`src/rtl/gpu_pkg.sv`:
```
// gpu_pkg: shared encodings for the GPU core slice.
//   CORE_FETCH / CORE_DECODE : core_state phase codes seen by the fetcher.
//   fetcher_state_e          : fetcher FSM states, exported on fetcher_state.
package gpu_pkg;

  localparam logic [2:0] CORE_FETCH  = 3'b001;
  localparam logic [2:0] CORE_DECODE = 3'b010;

  typedef enum logic [2:0] {
    FS_IDLE     = 3'b000,
    FS_FETCHING = 3'b001,
    FS_FETCHED  = 3'b010
  } fetcher_state_e;

endpackage

```
`src/rtl/lowest_set_pick.sv`:
```
// lowest_set_pick: priority picker, lowest set bit of a mask wins.
//   mask_i   : candidate mask
//   onehot_o : one-hot of the lowest set bit (zero when mask_i is zero)
//   index_o  : binary index of the lowest set bit (zero when mask_i is zero)
//   any_o    : mask_i has at least one bit set
module lowest_set_pick #(
  parameter int WIDTH    = 4,
  parameter int IDX_BITS = (WIDTH > 1) ? $clog2(WIDTH) : 1
) (
  input  logic [WIDTH-1:0]    mask_i,
  output logic [WIDTH-1:0]    onehot_o,
  output logic [IDX_BITS-1:0] index_o,
  output logic                any_o
);

  always_comb begin
    onehot_o = '0;
    index_o  = '0;
    any_o    = 1'b0;
    for (int unsigned i = 0; i < WIDTH; i++) begin
      if (mask_i[i] && !any_o) begin
        onehot_o[i] = 1'b1;
        index_o     = IDX_BITS'(i);
        any_o       = 1'b1;
      end
    end
  end

endmodule

```
`src/rtl/warp_fetcher.sv`:
```
// warp_fetcher: fetches one instruction per active thread of a warp from
// program memory, one request at a time, lowest-index pending thread first.
//   clk, reset        : clock (rising edge), synchronous active-high reset
//   core_state        : core phase (CORE_FETCH starts a fetch, CORE_DECODE releases)
//   current_pc        : per-thread PC, thread t at [t*ADDR_BITS +: ADDR_BITS]
//   active_mask       : thread enables, snapshotted at the start of a fetch
//   mem_read_valid    : request valid (registered)
//   mem_read_address  : request address (registered)
//   mem_read_ready    : response valid, data on mem_read_data in the same cycle
//   mem_read_data     : instruction word
//   fetcher_state     : FS_IDLE / FS_FETCHING / FS_FETCHED
//   instruction       : per-thread fetched instruction, same packing as current_pc
//   req_count         : memory transactions used by the last fetch
// Build option: define FETCH_COALESCE_EN to let one response serve every
// pending thread whose current PC matches the outstanding address.
module warp_fetcher
  import gpu_pkg::*;
#(
  parameter int ADDR_BITS = 8,
  parameter int DATA_BITS = 16,
  parameter int THREADS   = 4
) (
  input  logic                           clk,
  input  logic                           reset,
  input  logic [2:0]                     core_state,
  input  logic [THREADS*ADDR_BITS-1:0]   current_pc,
  input  logic [THREADS-1:0]             active_mask,
  output logic                           mem_read_valid,
  output logic [ADDR_BITS-1:0]           mem_read_address,
  input  logic                           mem_read_ready,
  input  logic [DATA_BITS-1:0]           mem_read_data,
  output logic [2:0]                     fetcher_state,
  output logic [THREADS*DATA_BITS-1:0]   instruction,
  output logic [$clog2(THREADS+1)-1:0]   req_count
);

  localparam int CW = $clog2(THREADS + 1);
  localparam int IW = (THREADS > 1) ? $clog2(THREADS) : 1;

  fetcher_state_e                 state_q, state_d;
  logic [THREADS-1:0]             pending_q, pending_d;
  logic                           valid_q, valid_d;
  logic [ADDR_BITS-1:0]           addr_q, addr_d;
  logic [THREADS*DATA_BITS-1:0]   instr_q, instr_d;
  logic [CW-1:0]                  count_q, count_d;

  logic [ADDR_BITS-1:0]           pc_arr [THREADS];
  logic [THREADS-1:0]             served;
  logic [THREADS-1:0]             remaining;
  logic [THREADS-1:0]             nxt_mask;

  logic [THREADS-1:0]             cur_oh;
  logic [IW-1:0]                  unused_cur_idx;
  logic                           cur_any;
  logic [THREADS-1:0]             unused_nxt_oh;
  logic [IW-1:0]                  nxt_idx;
  logic                           nxt_any;

  always_comb begin
    for (int unsigned t = 0; t < THREADS; t++) begin
      pc_arr[t] = current_pc[t*ADDR_BITS +: ADDR_BITS];
    end
  end

  // The pending mask does not change while a request waits for ready, so the
  // lowest pending thread now is the thread the outstanding request was formed for.
  lowest_set_pick #(.WIDTH(THREADS), .IDX_BITS(IW)) u_cur_pick (
    .mask_i   (pending_q),
    .onehot_o (cur_oh),
    .index_o  (unused_cur_idx),
    .any_o    (cur_any)
  );

  always_comb begin
    served = '0;
    if (state_q == FS_FETCHING && valid_q && mem_read_ready && cur_any) begin
      served = cur_oh;
`ifdef FETCH_COALESCE_EN
      for (int unsigned t = 0; t < THREADS; t++) begin
        if (pending_q[t] && pc_arr[t] == addr_q) begin
          served[t] = 1'b1;
        end
      end
`endif
    end
  end

  assign remaining = pending_q & ~served;

  // One picker forms both the first request (from the live mask in IDLE) and
  // each follow-on request (from what is left after the current response).
  assign nxt_mask = (state_q == FS_IDLE) ? active_mask : remaining;

  lowest_set_pick #(.WIDTH(THREADS), .IDX_BITS(IW)) u_nxt_pick (
    .mask_i   (nxt_mask),
    .onehot_o (unused_nxt_oh),
    .index_o  (nxt_idx),
    .any_o    (nxt_any)
  );

  always_comb begin
    state_d   = state_q;
    pending_d = pending_q;
    valid_d   = valid_q;
    addr_d    = addr_q;
    instr_d   = instr_q;
    count_d   = count_q;
    case (state_q)
      FS_IDLE: begin
        if (core_state == CORE_FETCH) begin
          pending_d = active_mask;
          count_d   = '0;
          if (nxt_any) begin
            state_d = FS_FETCHING;
            valid_d = 1'b1;
            addr_d  = pc_arr[nxt_idx];
          end else begin
            state_d = FS_FETCHED;
          end
        end
      end
      FS_FETCHING: begin
        if (served != '0) begin
          for (int unsigned t = 0; t < THREADS; t++) begin
            if (served[t]) begin
              instr_d[t*DATA_BITS +: DATA_BITS] = mem_read_data;
            end
          end
          pending_d = remaining;
          count_d   = count_q + CW'(1);
          if (nxt_any) begin
            addr_d = pc_arr[nxt_idx];
          end else begin
            valid_d = 1'b0;
            state_d = FS_FETCHED;
          end
        end
      end
      FS_FETCHED: begin
        if (core_state == CORE_DECODE) begin
          state_d = FS_IDLE;
        end
      end
      default: begin
        state_d   = FS_IDLE;
        valid_d   = 1'b0;
        pending_d = '0;
      end
    endcase
  end

  always_ff @(posedge clk) begin
    if (reset) begin
      state_q   <= FS_IDLE;
      pending_q <= '0;
      valid_q   <= 1'b0;
      addr_q    <= '0;
      instr_q   <= '0;
      count_q   <= '0;
    end else begin
      state_q   <= state_d;
      pending_q <= pending_d;
      valid_q   <= valid_d;
      addr_q    <= addr_d;
      instr_q   <= instr_d;
      count_q   <= count_d;
    end
  end

  assign mem_read_valid   = valid_q;
  assign mem_read_address = addr_q;
  assign fetcher_state    = state_q;
  assign instruction      = instr_q;
  assign req_count        = count_q;

endmodule

```
`config.mk`:
```
export PLATFORM = sky130hd
export DESIGN_NAME = warp_fetcher
export DESIGN_NICKNAME = d
export VERILOG_FILES = /design/src/rtl/gpu_pkg.sv /design/src/rtl/lowest_set_pick.sv /design/src/rtl/warp_fetcher.sv
export SDC_FILE = /design/constraint.sdc
export NUM_CORES = 1
export LEC_CHECK = 0
export ABC_AREA = 1
export BUFFER_PORTS_ARGS = -buffer_cell sky130_fd_sc_hd__buf_2
export CAP_MARGIN = 40
export CORE_MARGIN = 4
export CORE_UTILIZATION = 49
export DETAILED_ROUTE_END_ITERATION = 8
export GPL_ROUTABILITY_DRIVEN = 1
export PLACE_DENSITY_LB_ADDON = 0.1
export SLEW_MARGIN = 20
export SYNTH_ARGS = -nofsm -noshare
export SYNTH_HDL_FRONTEND = slang
export SYNTH_HIERARCHICAL = 1
export SYNTH_SLANG_ARGS = --single-unit
```
`constraint.sdc`:
```
create_clock -name clk -period 2.9 [get_ports clk]
set_input_delay 0.29 -clock clk [delete_from_list [all_inputs] [get_ports clk]]
set_output_delay 0.29 -clock clk [all_outputs]
set_load 0.02 [all_outputs]
```
# [Yosys cells after proc, flatten, opt, wreduce, memory -nomap -nowiden]
# Cells that the tools add are included.
[word_totals] romBits=0 input_bits=58 mem_count=0 mem_bits_rw=0 word_cells=90 output_inout_bits=79 register_bits=83 latch_bits=0
[classes] n_eq_ne=9 order_cmp=1 shift=0 addsub=1 n_bitwise=4 n_reduce_logical=26 multipliers=0 muxes=40 n_div=0
[ops] cell="$mux 8" count=5
[ops] cell="$mux 3" count=6
[ops] cell="$reduce_and 3->1" count=6
[ops] cell="$bmux 8 s2" count=1
[ops] cell="$mux 1" count=16
[ops] cell="$mux 4" count=4
[ops] cell="$pmux 8 s2" count=1
[ops] cell="$pmux 4 s3" count=1
[ops] cell="$logic_and 1x1->1" count=9
[ops] cell="$pmux 3 s3" count=1
[ops] cell="$eq 3x1->1 const B" count=2
[ops] cell="$eq 3x2->1 const B" count=2
[ops] cell="$logic_not 1->1" count=6
[ops] cell="$mux 2" count=3
[ops] cell="$ne 2x2->1 const B" count=3
[ops] cell="$pmux 3 s2" count=1
[ops] cell="$reduce_and 5->1" count=1
[ops] cell="$and 4x4->4" count=1
[ops] cell="$ne 2x1->1 const B" count=2
[ops] cell="$not 4->4" count=1
[ops] cell="$reduce_and 4->1" count=1
[ops] cell="$reduce_bool 4->1" count=1
[ops] cell="$add 3x1->3 const B" count=1
[ops] cell="$ge 3x3->1 const B" count=1
[ops] cell="other kinds (5)" count=5

# [Longest topological paths before layout]
# Gate-level depths: netlist of the first run.
[logic_depth] depth_word=32 depth_mapped=17 ltp_nobuf=15

# [Modules after synthesis]
# The synthesis of the first run kept the hierarchy.
[modules_own_cells] mod="warp_fetcher" area_per_inst_um2=3439.5 seq_area_each_um2=1641.6 instances=1 cells_per_inst=465
[modules_own_cells] mod="lowest_set_pick" area_per_inst_um2=62.6 seq_area_each_um2=0.0 instances=2 cells_per_inst=13

# [Worst setup path before layout of the first run]
# OpenSTA, ideal clock, no wires.
[synth_timing] path_type="register to register" startpoint="reg state_q[0] (netlist: fetcher_state[0])" endpoint="reg addr_q[5] (netlist: mem_read_address[5])" arrival_time_ps=2319 path_stages_with_launch=16 n_path_buf=2 synth_period_minus_slack_ps=2451 t_required_ps=2768 slack_ps=449 setup_ps=132 path_cell_list="dfxtp_1 > nand2_2 > nor2_4 > nand2_1 > buf_2 > nand3_1 > nand2_1 > nor2_2 > nand3_1 > nand2_1 > inv_1 > buf_2 > o21ai_0 > o22ai_1 > nand3_1 > a21oi_1"
[synth_via] elab_cells_between_ends=35 classes_between="eq/ne: 3; mux: 16; bitwise: 3; reduce/logical: 13"
[synth_rtl] element="start: declaration" line_no="warp_fetcher.sv:40" text="fetcher_state_e state_q, state_d;"
[synth_rtl] element="start signal: assignment" line_no="warp_fetcher.sv:161" text="state_q <= state_d;"
[synth_rtl] element="$eq 3x1->1" line_no="warp_fetcher.sv:76" text="if (state_q == FS_FETCHING && valid_q && mem_read_ready && cur_any) begin"
[synth_rtl] element="$logic_and 1x1->1 (3 in a row)" line_no="warp_fetcher.sv:76"
[synth_rtl] element="$mux 4" line_no="warp_fetcher.sv:76"
[synth_rtl] element="$not 4->4" line_no="warp_fetcher.sv:88" text="assign remaining = pending_q & ~served;"
[synth_rtl] element="$and 4x4->4" line_no="warp_fetcher.sv:88"
[synth_rtl] element="$mux 4 *" line_no="warp_fetcher.sv:92" text="assign nxt_mask = (state_q == FS_IDLE) ? active_mask : remaining;"
[synth_rtl] element="via nxt_mask[1]" line_no="warp_fetcher.sv:50" text="logic [THREADS-1:0] nxt_mask;"
[synth_rtl] element="$logic_and 1x1->1 *" line_no="lowest_set_pick.sv:21" text="if (mask_i[i] && !any_o) begin"
[synth_rtl] element="(+6 left out)"
[synth_rtl] element="$mux 2 *" line_no="lowest_set_pick.sv:21"
[synth_rtl] element="via nxt_idx[0]" line_no="warp_fetcher.sv:56" text="logic [IW-1:0] nxt_idx;"
[synth_rtl] element="$not 2->3 (implied by the code) *" line_no="warp_fetcher.sv:116, warp_fetcher.sv:132"
[synth_rtl] element="$bmux 8 s2 *" line_no="warp_fetcher.sv:116, warp_fetcher.sv:132"
[synth_rtl] element="$mux 8 (implied by the code) * (2 in a row)" line_no="warp_fetcher.sv:116, warp_fetcher.sv:132"
[synth_rtl] element="$mux 8 *" line_no="warp_fetcher.sv:113, warp_fetcher.sv:131"
[synth_rtl] element="$mux 8 (on tied branches)" line_no="warp_fetcher.sv:123, warp_fetcher.sv:110"
[synth_rtl] element="$pmux 8 s2 *" line_no="warp_fetcher.sv:108" text="case (state_q)"
[synth_rtl] element="end signal: assignment" line_no="warp_fetcher.sv:164" text="addr_q <= addr_d;"
[synth_rtl] element="end: declaration" line_no="warp_fetcher.sv:43" text="logic [ADDR_BITS-1:0] addr_q, addr_d;"
# Mark *: on every way through the listed nets, which the timed path passes. The rest lies on a longest branch. The select of a mux whose other input is x is not followed.
# A chain may end at the register's enable or synchronous reset.

# [Worst setup path in the final report of the first run]
[layout_timing] startpoint="reg pending_q[1]" endpoint="reg addr_q[4] (netlist: mem_read_address[4])"
[layout_via] elab_cells_between_ends=40 classes_between="eq/ne: 1; mux: 22; bitwise: 3; reduce/logical: 14"
[layout_rtl] element="start: declaration" line_no="warp_fetcher.sv:41" text="logic [THREADS-1:0] pending_q, pending_d;"
[layout_rtl] element="start signal: assignment" line_no="warp_fetcher.sv:162" text="pending_q <= pending_d;"
[layout_rtl] element="$logic_and 1x1->1 *" line_no="lowest_set_pick.sv:21"
[layout_rtl] element="$mux 1 *" line_no="lowest_set_pick.sv:21"
[layout_rtl] element="$logic_not 1->1" line_no="lowest_set_pick.sv:21"
[layout_rtl] element="$logic_and 1x1->1" line_no="lowest_set_pick.sv:21"
[layout_rtl] element="$mux 1 *" line_no="lowest_set_pick.sv:21"
[layout_rtl] element="$logic_not 1->1" line_no="lowest_set_pick.sv:21"
[layout_rtl] element="$logic_and 1x1->1" line_no="lowest_set_pick.sv:21"
[layout_rtl] element="$mux 1 *" line_no="lowest_set_pick.sv:21"
[layout_rtl] element="via cur_any" line_no="warp_fetcher.sv:54" text="logic cur_any;"
[layout_rtl] element="(+5 left out)"
[layout_rtl] element="via nxt_mask[1]" line_no="warp_fetcher.sv:50"
[layout_rtl] element="(+7 left out)"
[layout_rtl] element="$mux 2 *" line_no="lowest_set_pick.sv:21"
[layout_rtl] element="via nxt_idx[0]" line_no="warp_fetcher.sv:56"
[layout_rtl] element="$not 2->3 (implied by the code) *" line_no="warp_fetcher.sv:116, warp_fetcher.sv:132"
[layout_rtl] element="$bmux 8 s2 *" line_no="warp_fetcher.sv:116, warp_fetcher.sv:132"
[layout_rtl] element="$mux 8 (implied by the code) * (2 in a row)" line_no="warp_fetcher.sv:116, warp_fetcher.sv:132"
[layout_rtl] element="$mux 8 *" line_no="warp_fetcher.sv:113, warp_fetcher.sv:131"
[layout_rtl] element="$mux 8 (on tied branches)" line_no="warp_fetcher.sv:123, warp_fetcher.sv:110"
[layout_rtl] element="$pmux 8 s2 *" line_no="warp_fetcher.sv:108"
# Marked as above.

==> out/qor.csv, run 1 <==
metric,value,unit
Worst Path Required,3.10,ns
Post-Route Skew,0.00799,ns
largest net degree at the start of global routing,41,
Worst Path Max Fanout,17,
final setup margin,0.346,ns
WHS,0.235,ns
run status,"finished, final reports clean",
clock buffer depth,2,
dpl hpwl,7.20,mm
worst setup path category,flip-flop to flip-flop,
"Period Utilization, post-route",88.1,%
r2r setup slk,0.35,ns
grt total ovfl,0,
gr busiest metal,met2,
hold endpoint,instruction[63]$_SDFFE_PP0P_,
die width,92.9,um
R2R depth,15,
IO Count,137,
Final Max Slew Viols,0,
GPL Wtd Cong,0.833,
core area,0.00691,sq mm
nets,668,
initial antenna violation count,0,
Synth Warn #,6,
GR Util met3,6.01,%
all-layer global routing usage,24.2,%
M2 GR Usage,41.7,%
Initial Util,51.1,%
first-pass GRT wire length,16.9,mm
CTS tree,built,
Final setup viols,0,
DP Cell Count,694,
Worst VDD drop,302,uV
Mapped Area,0.00353,sq mm
Peak Freq,0.392,GHz
Final Non-Filler Cells,710,
static leakage,0.00195,uW
Setup crit start kind,flip-flop,
Rows,30,
residual DRC count,0,
Syn Inst Count,484,
vias in the first global route,3685,
Routed Antenna Nets,0,
H-tree levels,3,
port buffer count,135,
DRT iter0 DRCs,192,
WL final,10.3,mm
Area Overhead vs Synth,25.5,%
signal arrival time at the worst endpoint,2.76,ns
Slew Limit Headroom,52.6,%
P per Cell Area,505,mW/mm^2
crit end category,flip-flop,
Die Y,92.9,um
Pre-Repair DR Iteration Count,4,
max-cap violation count,0,
fraction of layout cells with a size suffix above 1,28.7,%
setup_tns,0,ns
Via-to-Cell Ratio,5.34,
Synth Net Count,543,
worst-margin pin slew,0.711,ns
Wirelength per Cell,14.5,um
hold path depth,3,
vias post-DR,3789,
met1 Use GR,29.6,%
class of the worst hold path,primary input to flip-flop,
Reg-to-Reg Start,pending_q[1]$_SDFFE_PP0P_,
DIE AREA,0.00863,sq mm
RSZ-0062 raised after global routing,no,
Post-Route Utilization,64.2,%
Reg area,0.00164,sq mm
reg-to-reg endpoint,mem_read_address[4]$_SDFFE_PP0P_,
Root Driver,clkbuf_8,
dpl ws,0.247,ns
clock-pin slew on the worst setup and hold paths,0.10,ns
Hold Path Origin,mem_read_data[15],
Syn Area/Cell,7.30,sq um
Hold Buf Count CTS,0,
# diodes,0,
Skew-Pair Late Insertion Delay,0.35,ns
area of the multi-input gates,0.00165,sq mm
Final min period,2.55,ns
Sink Count,82,
total CTS buffers,9,
final hold violation count,0,
fillers,693,
-- power breakdown --
group          total (uW)  leakage [uW]  internal (uW)  switching, uW
Sequential           1160      0.000661           1140           15.0
Combinational         312       0.00120            103            209
Clock                 771     0.0000835            321            450
Total                2240       0.00195           1560            674
-- sequential cells by signal (all words and copies together) (netlist names) --
register          cells
fetcher_state         2
pending_q             4
instruction          64
mem_read_valid        1
mem_read_address      8
req_count             3
-- metrics by stage --
| step | total power, uW | area, sq um |
|---|---|---|
| floorplan | 1380 | 3530 |
| global placement | 1480 | 4250 |
| detailed placement | 1490 | 4250 |
| CTS | 2250 | 4430 |
| global route | 2330 | 4430 |
| finish | 2240 | 4430 |
-- cell type report --
class,count,area share [%]
Sequential cell,82,37.0
Tap cell,96,2.71
Clock buffer,10,2.88
Multi-Input combinational cell,349,37.2
Timing Repair Buffer,148,17.4
Clock inverter,6,1.13
Inverter,19,1.61
-- placed cells by master (no fill, tap or decap), types with 2 or more instances in the layout --
cell        count
a21oi_1        83
buf_2         135
buf_4          13
clkbuf_8        9
clkinv_4        2
clkinvlp_4      2
dfxtp_1        82
inv_1          18
inv_6           2
nand2_1       102
nand2_2         3
nand3_1        92
nand3_2         2
nand3b_1        2
nand4_1         3
nor2_1         24
nor2_2          3
o21ai_0        21
o21ai_2         2
o22ai_1         8
-- how the worst max path moves through the flow --
stage / start / end
6_report: pending_q[1]$_SDFFE_PP0P_ / mem_read_address[4]$_SDFFE_PP0P_
3_5_place_dp: pending_q[1]$_SDFFE_PP0P_ / mem_read_address[4]$_SDFFE_PP0P_
2_1_floorplan: fetcher_state[0]$_SDFFE_PP0P_ / mem_read_address[5]$_SDFFE_PP0P_
4_1_cts: pending_q[1]$_SDFFE_PP0P_ / mem_read_address[4]$_SDFFE_PP0P_
3_3_place_gp: pending_q[1]$_SDFFE_PP0P_ / mem_read_address[3]$_SDFFE_PP0P_
5_1_grt: pending_q[1]$_SDFFE_PP0P_ / mem_read_address[6]$_SDFFE_PP0P_
-- critical path, cell delays in order, from the launching register on --
cell and delay [ns]:
dfxtp_1 0.49, nor2_2 0.09, nand3b_1 0.09, nand3_1 0.12, nor2_4 0.16, nand2_1 0.10, nand3_1 0.08, nand2_1 0.07
nor2_2 0.14, nand3_1 0.09, nand2_2 0.23, inv_1 0.26, o21ai_0 0.24, o22ai_1 0.09, nand3_1 0.09, a21oi_1 0.07
-- routing by layer --
| layer | part of all wire, % | wire (um) |
|---|---|---|
| met5 | 0 | 0 |
| met3 | 7.8 | 797 |
| met2 | 50 | 5110 |
| met1 | 42 | 4270 |
| met4 | 0.89 | 91 |
-- timing repair --
item                       in CTS  in global routing
gates resized for setup         0                  1
setup buffers                   0                  0
setup endpoints to repair       0                  8
Power figures use the tool's default switching activity.
==> inputs of run 2 (changes only) <==
--- a/config.mk
+++ b/config.mk
@@ -5,7 +5,6 @@
 export SDC_FILE = /design/constraint.sdc
 export NUM_CORES = 1
 export LEC_CHECK = 0
-export ABC_AREA = 1
 export BUFFER_PORTS_ARGS = -buffer_cell sky130_fd_sc_hd__buf_2
 export CAP_MARGIN = 40
 export CORE_MARGIN = 4
==> run 2 against run 1 <==
Clock skew rose by 0.0077 ns. Wire length fell by 12%. Flip-flop and latch count did not move. Core utilization rose by 0.84 points. Critical endpoint is now mem_read_address[6]$_SDFFE_PP0P_. Via count fell by 20%. Final cell count fell by 18%. Hold slack got worse by 0.020 ns. Combinational power fell by 35%. Sequential power barely moved. Clock power rose by 17%. Non-clock buffer count fell by 1. Global-route usage fell by 2.9 points.
==> out/qor.csv, run 2 <==
metric,value,unit
Syn Inst Count,347,
IO Count,137,
Sink Count,82,
dpl hpwl,6.56,mm
Die Y,92.6,um
"Slowest-stage cell, CP",nor2b_1,
Initial Util,51.1,%
Setup crit start kind,flip-flop,
Syn Area/Cell,10.1,sq um
signal arrival time at the worst endpoint,2.80,ns
core area,0.00687,sq mm
Routed Antenna Nets,0,
class of the worst hold path,primary input to flip-flop,
total CTS buffers,9,
Root Driver,clkbuf_8,
post-route cell area,0.00447,sq mm
all-layer global routing usage,21.3,%
crit-path cells,"nor2_1, nand2_1, and3_1, and3_1, o21ai_0, nor2_1, nand2_1, nor2b_1, nand3_1, a21oi_1",
Slew Limit Headroom,57.7,%
Pre-Repair DR Iteration Count,4,
post_cts resized,0,
# Post-CTS Setup Buffers,0,
# diodes,0,
cell count along the critical path,10,
clock buffer depth,2,
Rows,30,
Area Overhead vs Synth,27.3,%
max-cap violation count,0,
die width,92.6,um
largest net degree at the start of global routing,63,
Synth Warn #,6,
first-pass GRT wire length,14.5,mm
Hold Buf Count CTS,0,
GPL Wtd Cong,0.899,
Crit path max-delay family,simple AND/OR/NAND/NOR gates,
run status,"finished, final reports clean",
Worst Path Max Fanout,9,
final setup margin,0.369,ns
Final setup viols,0,
max reg flops,64,
Via-to-Cell Ratio,5.26,
nets,538,
Worst VDD drop,287,uV
"most common cell after layout, fill and taps aside",buf_2,
WHS,0.215,ns
"commonest non-fill, non-tap cells in the layout","buf_2 (135), dfxtp_1 (82), nor2_1 (73)",
DRT iter0 DRCs,195,
"Largest stage delay, worst path",0.55,ns
setup_tns,0,ns
Peak Freq,0.395,GHz
Skew-Pair Late Insertion Delay,0.35,ns
RSZ-0062 raised after global routing,no,
vias in the first global route,2999,
Post-Route Skew,0.0157,ns
final hold violation count,0,
Mapped Area,0.00351,sq mm
DIE AREA,0.00858,sq mm
Final Non-Filler Cells,580,
crit end category,flip-flop,
vias post-DR,3049,
static leakage,0.00239,uW
H-tree levels,3,
Final Max Slew Viols,0,
critical path buffer and inverter count,0,
Final min period,2.53,ns
P per Cell Area,502,mW/mm^2
dpl ws,0.431,ns
"Period Utilization, post-route",87.3,%
worst-margin pin slew,0.633,ns
port buffer count,135,
WL final,9.08,mm
Worst Path Required,3.17,ns
fraction of layout cells with a size suffix above 1,37.4,%
residual DRC count,0,
grt total ovfl,0,
Synth Net Count,406,
fillers,620,
placed inst area,0.00425,sq mm
worst setup path category,flip-flop to flip-flop,
CTS tree,built,
initial antenna violation count,0,
DP Cell Count,564,
clock-pin slew on the worst setup and hold paths,0.09,ns
Wirelength per Cell,15.7,um
R2R depth,10,
hold path depth,3,
-- run 2: final cells by class --
cell class | instances | area, sq um | share of cell area (%)
Clock buffer | 10 | 128 | 2.86
Multi-Input combinational cell | 235 | 1710 | 38.3
Inverter | 4 | 15.0 | 0.336
Timing Repair Buffer | 147 | 766 | 17.1
Clock inverter | 6 | 87.6 | 1.96
Tap cell | 96 | 120 | 2.69
Sequential cell | 82 | 1640 | 36.7
-- run 2: per-layer routing --
metal | up-vias | wire, um | part of all wire [%] | GRT usage (%)
li1 | 1480 | - | - | -
met1 | 1438 | 3870 | 43 | 26.2
met2 | 109 | 4420 | 49 | 35.2
met3 | 22 | 548 | 6.0 | 4.71
met4 | 0 | 235 | 2.6 | 10.5
met5 | - | 0 | 0 | 0
-- run 2: final timing paths --
| check | startpoint | to | slack, ns |
|---|---|---|---|
| setup / recovery | pending_q[1]$_SDFFE_PP0P_ | mem_read_address[6]$_SDFFE_PP0P_ | 0.37 |
| hold / removal | mem_read_data[6] | instruction[22]$_SDFFE_PP0P_ | 0.21 |
| setup reg to reg | pending_q[1]$_SDFFE_PP0P_ | mem_read_address[6]$_SDFFE_PP0P_ | 0.37 |
| hold reg to reg | mem_read_address[3]$_SDFFE_PP0P_ | mem_read_address[3]$_SDFFE_PP0P_ | 0.47 |
-- run 2: power by group --
| part | switching [uW] | internal (uW) |
|---|---|---|
| Clock | 411 | 489 |
| Combinational | 110 | 93.7 |
| Sequential | 7.73 | 1130 |
| Total | 529 | 1720 |
-- run 2: per-stage QoR --
stage | utilization [%] | total power (uW)
2_1_floorplan | - | 1290
3_3_place_gp | 61.9 | 1370
3_5_place_dp | 61.9 | 1370
4_1_cts | 65.0 | 2270
5_1_grt | 65.0 | 2330
6_report | 65.0 | 2250
-- run 2: tightest hold or removal path: stages --
cell	delay (ns)
buf_2	0.11
mux2i_1	0.06
nor2_1	0.07
==> inputs of run 3 (changes only) <==
--- a/config.mk
+++ b/config.mk
@@ -9,6 +9,7 @@
 export CAP_MARGIN = 40
 export CORE_MARGIN = 4
 export CORE_UTILIZATION = 49
+export CTS_BUF_LIST = sky130_fd_sc_hd__clkbuf_16
 export DETAILED_ROUTE_END_ITERATION = 8
 export GPL_ROUTABILITY_DRIVEN = 1
 export PLACE_DENSITY_LB_ADDON = 0.1
==> run 3 against run 2 <==
Final area rose by 2.3%. Non-clock buffer count unchanged. Hold slack improved by 0.017 ns. Core utilization rose by 1.5 points. Total power increased by 13%. Largest power group is now clock. Global-route usage grew 0.10 points. Wire length down 0.44%. Register-to-register slack about the same. Sequential share of layout area fell by 0.81 points. Final cell count unchanged. Critical path depth shrank 1. First-iteration DRC count down 25%.
==> out/qor.csv, run 3 (same netlist as run 2, synthesis figures left out) <==
metric,value,unit
Sink Count,82,
nets,538,
grt total ovfl,0,
P per Cell Area,556,mW/mm^2
core area,0.00687,sq mm
Wirelength per Cell,15.6,um
# diodes,0,
clock buffer depth,2,
first-pass GRT wire length,14.5,mm
"commonest non-fill, non-tap cells in the layout","buf_2 (135), dfxtp_1 (82), nor2_1 (73)",
setup_tns,0,ns
Hold Buf Count CTS,0,
RSZ-0062 raised after global routing,no,
# Post-CTS Setup Buffers,0,
WL final,9.04,mm
signal arrival time at the worst endpoint,2.72,ns
Post-Route Skew,0.0112,ns
initial antenna violation count,0,
DIE AREA,0.00858,sq mm
max reg flops,64,
Routed Antenna Nets,0,
worst-margin pin slew,0.622,ns
Die Y,92.6,um
port buffer count,135,
vias post-DR,3028,
area of the multi-input gates,0.00171,sq mm
largest net degree at the start of global routing,63,
Slew Limit Headroom,58.6,%
Setup crit start kind,flip-flop,
Initial Util,51.1,%
Worst Path Max Fanout,8,
dpl hpwl,6.56,mm
fraction of layout cells with a size suffix above 1,37.4,%
Via-to-Cell Ratio,5.22,
Final setup viols,0,
all-layer global routing usage,21.4,%
H-tree levels,3,
GPL Wtd Cong,0.899,
Rows,30,
Pre-Repair DR Iteration Count,4,
run status,"finished, final reports clean",
die width,92.6,um
crit end category,flip-flop,
residual DRC count,0,
"Period Utilization, post-route",87.3,%
Worst VDD drop,401,uV
clock-pin slew on the worst setup and hold paths,0.06,ns
CTS tree,built,
DRT iter0 DRCs,146,
Area Overhead vs Synth,30.1,%
Reg area,0.00164,sq mm
fillers,594,
worst setup path category,flip-flop to flip-flop,
max-cap violation count,0,
static leakage,0.00244,uW
Final min period,2.53,ns
Final Max Slew Viols,0,
Root Driver,clkbuf_16,
Peak Freq,0.395,GHz
"most common cell after layout, fill and taps aside",buf_2,
vias in the first global route,2980,
class of the worst hold path,primary input to flip-flop,
Skew-Pair Late Insertion Delay,0.33,ns
Pwr Total,2540,uW
post_cts resized,0,
final hold violation count,0,
IO Count,137,
total CTS buffers,9,
Worst Path Required,3.08,ns
==> run 3: power breakdown <==
group          internal [uW]  leakage (uW)  switching [uW]  total (uW)
Sequential              1130      0.000661            7.53        1140
Combinational           93.7       0.00162             111         204
Clock                    753      0.000161             440        1190
==> run 3: metal layers <==
metal	global-route usage (%)	share of wire, %	wire length (um)
met5	0	0	0
met4	9.52	2.4	216
met3	4.71	6.2	561
met2	35.7	49	4460
met1	26.5	42	3800
==> run 3: per-stage QoR <==
step / instance area (sq um) / utilization, % / hold slack (ns) / std cells / setup slack (ns)
after global routing: 4570 / 66.5 / 0.257 / 580 / 0.205
final: 4570 / 66.5 / 0.232 / 580 / 0.367
after floorplan: 3510 / - / 0.434 / 347 / 0.147
after global placement: 4250 / 61.9 / 0.465 / 564 / 0.545
after detailed placement: 4250 / 61.9 / 0.465 / 564 / 0.431
after CTS: 4570 / 66.5 / 0.225 / 580 / 0.408
==> run 3: worst max-delay path, stage by stage, from the launching register on <==
cell and delay [ns]:
dfxtp_1 0.49, nor2b_1 0.30, and3_1 0.22, o21ai_0 0.15, nand2b_4 0.17, a21oi_1 0.15
buf_4 0.22, mux4_2 0.51, nand3_1 0.11, a21oi_1 0.07
==> run 3: final cells by class <==
cell class                      count  share of cell area [%]
Multi-Input combinational cell    235                    37.4
Clock buffer                        9                    4.93
Sequential cell                    82                    35.9
Tap cell                           96                    2.63
Inverter                            4                   0.329
Clock inverter                      7                    2.00
Timing Repair Buffer              147                    16.8
==> run 3: worst paths after layout <==
kind / cells past startpoint / slack, ns / end / from
worst min-delay path: 3 / 0.23 / instruction[22]$_SDFFE_PP0P_ / mem_read_data[6]
worst max-delay path: 9 / 0.37 / mem_read_address[6]$_SDFFE_PP0P_ / fetcher_state[0]$_SDFFE_PP0P_
worst min register to register: 2 / 0.47 / mem_read_address[3]$_SDFFE_PP0P_ / mem_read_address[3]$_SDFFE_PP0P_
worst max register to register: 9 / 0.37 / mem_read_address[6]$_SDFFE_PP0P_ / fetcher_state[0]$_SDFFE_PP0P_
